## src/rtl/inv_clarke_if.sv

```systemverilog
// Sample bus for the inverse Clarke stage: alpha/beta command in, three phase voltages out.
interface inv_clarke_if #(
  parameter int W = 32
);
  logic signed [W-1:0] valp;
  logic signed [W-1:0] vbet;
  logic signed [W-1:0] va;
  logic signed [W-1:0] vb;
  logic signed [W-1:0] vc;
  logic                out_vld;

  modport master (
    output valp, vbet,
    input  va, vb, vc, out_vld
  );

  modport slave (
    input  valp, vbet,
    output va, vb, vc, out_vld
  );
endinterface

```

## src/rtl/inv_clarke.sv

```systemverilog
// Inverse Clarke transform (alpha, beta) -> (a, b, c); 2-cycle latency, one sample per clock.
// Free-running: no backpressure, out_vld only marks the pipeline as filled after reset.
module inv_clarke #(
  parameter int W  = 32,
  parameter int KF = 16,
  parameter int K  = 56756
) (
  input  logic         clk,
  input  logic         rst_n,
  inv_clarke_if.slave  bus
);

  localparam int PW = W + KF + 1;
  localparam int SW = W + 2;

  localparam logic [KF-1:0]        KU   = KF'(K);
  localparam logic signed [SW-1:0] SMAX = SW'({1'b0, {(W-1){1'b1}}});
  localparam logic signed [SW-1:0] SMIN = -SMAX - SW'(1);
  localparam logic signed [W-1:0]  OMAX = {1'b0, {(W-1){1'b1}}};
  localparam logic signed [W-1:0]  OMIN = {1'b1, {(W-1){1'b0}}};

  function automatic logic signed [W-1:0] sat(input logic signed [SW-1:0] x);
    logic signed [W-1:0] r;
    if (x > SMAX) begin
      r = OMAX;
    end else if (x < SMIN) begin
      r = OMIN;
    end else begin
      r = W'(x);
    end
    return r;
  endfunction

  // Stage 1: alpha pass-through, half alpha, scaled beta
  logic signed [PW-1:0] vbet_x;
  logic signed [PW-1:0] k_x;
  logic signed [PW-1:0] prod;

  logic signed [W-1:0]  a_q, a_d;
  logic signed [W-1:0]  h_q, h_d;
  logic signed [W:0]    t_q, t_d;

  assign vbet_x = PW'(bus.vbet);
  assign k_x    = PW'($signed({1'b0, KU}));
  assign prod   = vbet_x * k_x;

  always_comb begin
    a_d = bus.valp;
    h_d = bus.valp >>> 1;
    t_d = (W+1)'(prod >>> KF);
  end

  // Stage 2: combine at W+2 bits, then clamp b and c; a is never clamped
  logic signed [SW-1:0] hx, tx, vb_w, vc_w;
  logic signed [W-1:0]  va_q, va_d;
  logic signed [W-1:0]  vb_q, vb_d;
  logic signed [W-1:0]  vc_q, vc_d;

  always_comb begin
    hx   = SW'(h_q);
    tx   = SW'(t_q);
    vb_w = tx - hx;
    vc_w = -hx - tx;
    va_d = a_q;
    vb_d = sat(vb_w);
    vc_d = sat(vc_w);
  end

  // Warm-up counter saturates at 2 once both stages hold real samples
  logic [1:0] cnt_q, cnt_d;

  always_comb begin
    cnt_d = cnt_q;
    if (cnt_q != 2'd2) begin
      cnt_d = cnt_q + 2'd1;
    end
  end

  always_ff @(posedge clk or posedge rst_n) begin
    if (rst_n) begin
      a_q   <= '0;
      h_q   <= '0;
      t_q   <= '0;
      va_q  <= '0;
      vb_q  <= '0;
      vc_q  <= '0;
      cnt_q <= 2'd0;
    end else begin
      a_q   <= a_d;
      h_q   <= h_d;
      t_q   <= t_d;
      va_q  <= va_d;
      vb_q  <= vb_d;
      vc_q  <= vc_d;
      cnt_q <= cnt_d;
    end
  end

  assign bus.va      = va_q;
  assign bus.vb      = vb_q;
  assign bus.vc      = vc_q;
  assign bus.out_vld = (cnt_q == 2'd2);

endmodule

```

## src/flat_wrapper.sv

```systemverilog
// flat-port wrapper written by rule: the top's interface ports become plain ports
module inv_clarke_flat 
#(
  parameter int W  = 32,
  parameter int KF = 16,
  parameter int K  = 56756
)
  (clk, rst_n, bus_valp, bus_vbet, bus_va, bus_vb, bus_vc, bus_out_vld);
  inv_clarke_if #(.W(W)) bus_i ();
  input  logic clk;
  input  logic rst_n;
  input wire logic [$bits(bus_i.valp)-1:0] bus_valp;
  input wire logic [$bits(bus_i.vbet)-1:0] bus_vbet;
  output wire logic [$bits(bus_i.va)-1:0] bus_va;
  output wire logic [$bits(bus_i.vb)-1:0] bus_vb;
  output wire logic [$bits(bus_i.vc)-1:0] bus_vc;
  output wire logic [$bits(bus_i.out_vld)-1:0] bus_out_vld;
  assign bus_i.valp = bus_valp;
  assign bus_i.vbet = bus_vbet;
  assign bus_va = bus_i.va;
  assign bus_vb = bus_i.vb;
  assign bus_vc = bus_i.vc;
  assign bus_out_vld = bus_i.out_vld;
  inv_clarke #(.W(W), .KF(KF), .K(K)) u_core (.clk(clk), .rst_n(rst_n), .bus(bus_i));
endmodule
```

## config.mk

```make
export PLATFORM = sky130hd
export DESIGN_NAME = inv_clarke_flat
export DESIGN_NICKNAME = d
export VERILOG_FILES = /design/src/rtl/inv_clarke_if.sv /design/src/rtl/inv_clarke.sv /design/src/flat_wrapper.sv
export SDC_FILE = /design/constraint.sdc
export NUM_CORES = 1
export LEC_CHECK = 0
export BUFFER_PORTS_ARGS = -buffer_cell sky130_fd_sc_hd__buf_2
export CORE_AREA = 2 2 305 156
export CTS_BUF_LIST = sky130_fd_sc_hd__clkbuf_2 sky130_fd_sc_hd__clkbuf_4 sky130_fd_sc_hd__clkbuf_8
export DETAILED_ROUTE_END_ITERATION = 6
export DIE_AREA = 0 0 307 158
export GPL_TIMING_DRIVEN = 0
export SETUP_SLACK_MARGIN = 0.02
export SLEW_MARGIN = 20
export SYNTH_ARGS = -nofsm -noshare
export SYNTH_HDL_FRONTEND = slang
export SYNTH_SLANG_ARGS = --single-unit
```

## constraint.sdc

```tcl
create_clock -name clk -period 5.4 [get_ports clk]
set_input_delay 0.54 -clock clk [delete_from_list [all_inputs] [get_ports clk]]
set_output_delay 0.54 -clock clk [all_outputs]
set_load 0.02 [all_outputs]
```

==> results of run 1 <==
synthesized netlist by cell type, drive strengths merged (13+ instances only):
cell type / instances / area share, %
nor3: 16 / 0.44
a21o: 77 / 3.2
nand2: 45 / 0.93
a21oi: 114 / 3.2
o21bai: 14 / 0.58
xnor2: 72 / 3.5
ha: 269 / 18
and3: 13 / 0.45
xor2: 39 / 1.9
nor2: 62 / 1.3
nand3: 16 / 0.44
fa: 231 / 25
dfrtp: 163 / 22
inv: 460 / 9.5
o21ai: 67 / 1.9
stage by stage:
step                      cells  hold WS (ns)  setup TNS [ns]
after floorplan            1815         0.331               0
after global placement     2586         0.340         -218.78
after detailed placement   2587         0.352           -7.98
after CTS                  2622        0.0260               0
after global routing       2636        0.0650          -0.509
final                      2636        0.0464               0
state kept, by name (all words and copies together), names as in the netlist:
signal,cells
u_core.bus.vc,32
u_core.cnt_q,2
u_core.bus.vb,32
u_core.t_q,33
u_core.a_q,32
u_core.bus.va,32
layer usage:
layer	track usage, %	routed length (um)
met3	4.98	3260
met1	32.1	25600
met4	3.97	621
met2	27.3	18300
met5	0	0
timing repair:
action | in CTS | in global routing
resized for setup | 10 | 68
endpoints found under the setup margin | 4 | 10
pin swaps | 6 | 33
buffers inserted | 4 | 14
cell families (layout without fill, tap and decap cells):
logic type	count (synthesis)	count (layout)	share of synthesized area, %
adders and majority gates	500	500	43.9
DFF	163	163	22.4
buffers and inverters	478	690	10.0
and+or+nand+nor	212	212	5.85
AOI/OAI and AO/OA	351	351	12.5
xor gates and xnor gates	111	111	5.34
path summary, 6_finish.rpt:
check,cells after the start,start,slack (ns),end
max,21,bus_vbet[18],0.04,u_core.t_q[27]
min,2,rst_n,0.05,u_core.cnt_q[1]
max reg2reg,15,u_core.t_q[0],0.97,u_core.bus.vb[26]
min reg2reg,0,u_core.a_q[0],0.36,u_core.bus.va[0]
max in group asynchronous,3,rst_n,4.50,u_core.t_q[32]
min in group clk,1,bus_valp[3],0.13,u_core.a_q[3]
layout make-up:
| class | count | area share (%) |
|---|---|---|
| buffer | 18 | 0.471 |
| clock buffer | 18 | 1.18 |
| clock inverter | 13 | 0.728 |
| inverter | 460 | 8.27 |
| multi-input combinational | 1174 | 61.3 |
| sequential | 163 | 19.4 |
| tap | 609 | 3.63 |
| timing repair buffer | 181 | 4.95 |
==> impl_metrics.csv, run 1 <==
group,metric,value,unit
outcome,outcome,"finished clean",
placement,placed_cell_area,20100,sq um
grt,first_global_vias,13300,
synthesis,synth_cell_type_count,65,
route,drt_iter0_markers,909,
critical_path,crit_buf_inv,5,
synthesis,syn_inst,1815,
final_layout,fin_nets,2581,
critical_path,slowest_delay,0.53,ns
critical_path,slowest_stage,"fa_1",
clocking,postCtsHoldBufs,0,
clocking,cts_tree,"yes",
critical_path,crit_required,5.81,ns
placement,dp_slack,-0.689,ns
clocking,ctsLongestPathBuffers,2,
worst_hold_path,hold_path_class,"input port to asynchronous set/reset pin",
final_layout,final_cell_mix,"inv_1, ha_1, fa_1, dfrtp_1, buf_2",
route,ant_nets,0,
critical_path,cp_top_family,"adder cells",
placement,finalWeightedCongestion,0.925,
timing,fmax,186,MHz
timing,maxSlewViolCount,0,
final_layout,multi_input_area,12900,sq um
die,fp-row-count,56,
synthesis,yosys_most_used_dff,"dfrtp_1",
route,avgViaCountPerCell,4.88,
timing,rsz0062_at_grt,"yes",
clocking,cts.sinks,163,
clocking,clk_pin_slew,0.09,ns
critical_path,cp_cell_sequence,"buf_2 -> ha_2 -> inv_1 -> fa_1 -> inv_1 -> fa_1 -> fa_2 -> fa_1 -> inv_1 -> fa_1 -> inv_1 -> ha_4 -> a21o_1 -> a31o_2 -> a32o_1 -> a21o_4 -> a211oi_4 -> o21ai_2 -> a21o_1 -> a21oi_2 -> xnor2_2",
grt,grt_pass1_wl,75400,um
synthesis,synth_edf_count,0,
synthesis,synth.cell_area,18200,sq um
route,drtPass1Iterations,5,
clocking,worstSkewPairLatency,0.51,ns
timing,worst_pin_slew,0.791,ns
final_layout,utilization,45.5,%
die,ios,163,
die,core_area,46100,sq um
critical_path,critPathArrivalTime,5.78,ns
timing,setup_violations,0,
placement,post-dp-hpwl,41100,um
synthesis,syn_nets,2381,
synthesis,synthArstFlopShare,100,%
critical_path,critical_path_class,"input port to flip-flop",
synthesis,synth_seq_cells,163,
final_layout,seqCellArea,4080,sq um
final_layout,final_area,21000,sq um
grt,grt_max_degree,103,
clocking,cts_buffers,17,
job,max_cap_viol_count,0,
clocking,h-tree-depth,4,
final_layout,diodes,0,
final_layout,area_delta_synth_final,15.2,%
timing,maxSlewHeadroom,46.8,%
critical_path,cp-start-kind,"input port",
synthesis,synth_warnings,0,
timing,finalCritPeriodShare,99.3,%
die,die_w,307,um
grt,antenna_found_initial,0,
timing,min_period,5.36,ns
die,fp.dieH,158,um
route,num_vias,12900,
placement,port_buffers,162,
timing,setup_ws,0.0357,ns
grt,grt_use_total,20.2,%
critical_path,cp-end-kind,"flip-flop",
synthesis,yosysSeqAreaShare,22.4,%
clocking,cts-root-buf,"clkbuf_8",
route,drc,0,
die,start_util,39.5,%
timing,hold_violations,0,
final_layout,final_common_cell,"inv_1",
final_layout,drive_above_1_share,15.8,%
route,routed_wl,47800,um
synthesis,avgSynthCellArea,10.0,sq um
timing,clock_skew,0.0225,ns
grt,grt_overflow,0,
die,die-area,48500,sq um
critical_path,critPathMaxFanout,7,
final_layout,nFillCells,4333,
route,avgRoutedWirePerCell,18.1,um
Power of run 1 is not shown: default switching activity piles up to over one toggle a cycle in this logic, so the estimate is an artifact.
==> inputs of run 2 (changes only) <==
Settings changed: CORE_AREA 2 2 305 156 to 2 2 217 219, DIE_AREA 0 0 307 158 to 0 0 219 221.
==> run 2 against run 1 <==
Wire length is 9.4% lower. Utilization fell by 0.29 points. Clock skew increased by 0.0096 ns. Largest cell class unchanged. First-iteration DRC count down 24%. Die area is 0.22% lower. Global-route usage is 1.7 points lower. Final area shrank 0.74%. Setup slack improved by 0.034 ns. Hold slack better by 0.0012 ns. Register-to-register slack improved by 0.27 ns. Final cell count down 0.19%.
==> impl_metrics.csv, run 2 (synthesized netlist as in run 1, its figures left out) <==
group,metric,value,unit
outcome,outcome,"finished clean",
final_layout,fin_nets,2576,
timing,worst_pin_slew,0.733,ns
die,ios,163,
critical_path,cp-end-kind,"flip-flop",
timing,setup_tns,0,ns
final_layout,drive_above_1_share,14.8,%
final_layout,final_cell_mix,"inv_1, ha_1, fa_1, dfrtp_1, buf_2",
timing,clock_skew,0.0321,ns
critical_path,r2r_cells,16,
clocking,cts_buffers,17,
placement,placed_cell_area,20100,sq um
critical_path,slowest_stage,"fa_1",
final_layout,largest_register_ffs,33,
clocking,cts-root-buf,"clkbuf_8",
die,fp-row-count,79,
clocking,worstSkewPairLatency,0.55,ns
clocking,cts.sinks,163,
grt,grt_overflow,0,
placement,port_buffers,162,
timing,maxSlewHeadroom,50.7,%
worst_hold_path,hold_path_class,"input port to asynchronous set/reset pin",
final_layout,final_area,20800,sq um
critical_path,crit_required,5.85,ns
final_layout,area_delta_synth_final,14.4,%
critical_path,cp_cell_sequence,"buf_2 -> ha_4 -> fa_1 -> fa_1 -> fa_1 -> fa_1 -> inv_2 -> fa_1 -> inv_2 -> ha_4 -> a21oi_2 -> a21boi_2 -> nor4b_2 -> a21oi_2 -> a21o_1 -> a21o_1 -> a211o_1 -> a21o_1 -> a21oi_2 -> xnor2_2",
route,avgViaCountPerCell,4.83,
grt,first_global_vias,13100,
route,routed_wl,43300,um
critical_path,slowest_delay,0.51,ns
critical_path,path_common_cell,"fa_1",
route,drt_iter0_markers,687,
route,num_vias,12700,
placement,placedCellCount,2585,
grt,antenna_found_initial,1,
critical_path,crit_buf_inv,3,
critical_path,critical_path_class,"input port to flip-flop",
timing,min_period,5.33,ns
die,die-area,48400,sq um
job,max_cap_viol_count,0,
die,start_util,39.5,%
final_layout,stdcell_count,2631,
placement,post-dp-hpwl,38000,um
route,drtPass1Iterations,4,
placement,finalWeightedCongestion,0.878,
critical_path,crit_path_start,"bus_vbet[13]",
critical_path,cp-start-kind,"input port",
route,drc,0,
die,fp.dieH,221,um
timing,rsz0062_at_grt,"yes",
clocking,clk_pin_slew,0.09,ns
route,ant_nets,0,
critical_path,path_depth,20,
grt,grt_use_total,18.5,%
route,avgRoutedWirePerCell,16.4,um
clocking,postCtsHoldBufs,0,
critical_path,critPathArrivalTime,5.78,ns
die,die_w,219,um
critical_path,critPathMaxFanout,5,
clocking,cts_tree,"yes",
critical_path,r2r_start,"u_core.a_q[2]",
timing,fmax,188,MHz
die,core_area,46100,sq um
timing,hold_violations,0,
timing,maxSlewViolCount,0,
timing,setup_violations,0,
critical_path,cp_top_family,"adder cells",
final_layout,nFillCells,4449,
grt,grt_pass1_wl,69700,um
timing,whs,0.0476,ns
clocking,h-tree-depth,4,
clocking,ctsLongestPathBuffers,2,
final_layout,regMostFlops,"u_core.t_q",
grt,grt_max_degree,85,
final_layout,final_common_cell,"inv_1",
timing,finalCritPeriodShare,98.7,%
[run 2: changes by cell type in the layout (fill, tap and decap cells not counted), moves of 3 or more]
| cell | previous run | this run |
|---|---|---|
| a21oi_1 | 103 | 107 |
| a21oi_2 | 11 | 7 |
| buf_4 | 19 | 16 |
| clkinvlp_4 | 4 | 1 |
| ha_1 | 230 | 235 |
| ha_4 | 33 | 28 |
| inv_1 | 445 | 448 |
| inv_2 | 14 | 11 |
| inv_6 | 1 | 5 |
[run 2: timing repair]
item	CTS	global route
pin swaps	1	30
gates resized for setup	6	55
setup endpoints to repair	3	13
cloned	0	0
buffers inserted	0	13
[run 2: worst paths after layout]
| path | to | slack [ns] |
|---|---|---|
| max in group asynchronous | u_core.t_q[29] | 4.55 |
| min in group clk | u_core.a_q[14] | 0.08 |
| worst max register to register | u_core.bus.vc[1] | 1.24 |
| worst min register to register | u_core.bus.va[0] | 0.36 |
| worst max-delay path | u_core.t_q[15] | 0.07 |
| worst min-delay path | u_core.bus.vb[10] | 0.05 |
[run 2: layer usage]
layer	up-vias	wire length, um	global-route usage [%]	share of wire, %
met3	41	1310	1.95	3.0
li1	6184	-	-	-
met5	-	0	0	0
met4	0	824	5.97	1.9
met1	6229	20500	25.9	47
met2	243	20700	30.0	48
[run 2: final cells by class]
cell class                 count  area (sq um)  area share (%)
antenna                        1          2.50          0.0120
buffer                        18          98.8           0.475
clock buffer                  17           234            1.12
clock inverter                15           141           0.679
inverter                     460          1730            8.33
multi-input combinational   1174         12800            61.3
sequential                   163          4080            19.6
tap                          607           759            3.65
timing repair buffer         176          1000            4.81
[run 2: stage by stage]
stage,worst slack [ns],utilization (%)
after floorplan,0.00254,-
after global placement,-1.17,43.6
after detailed placement,-0.707,43.6
after CTS,0.0266,44.6
after global routing,-0.0608,45.2
final,0.0701,45.2
Power of run 2 is left out for the same reason.
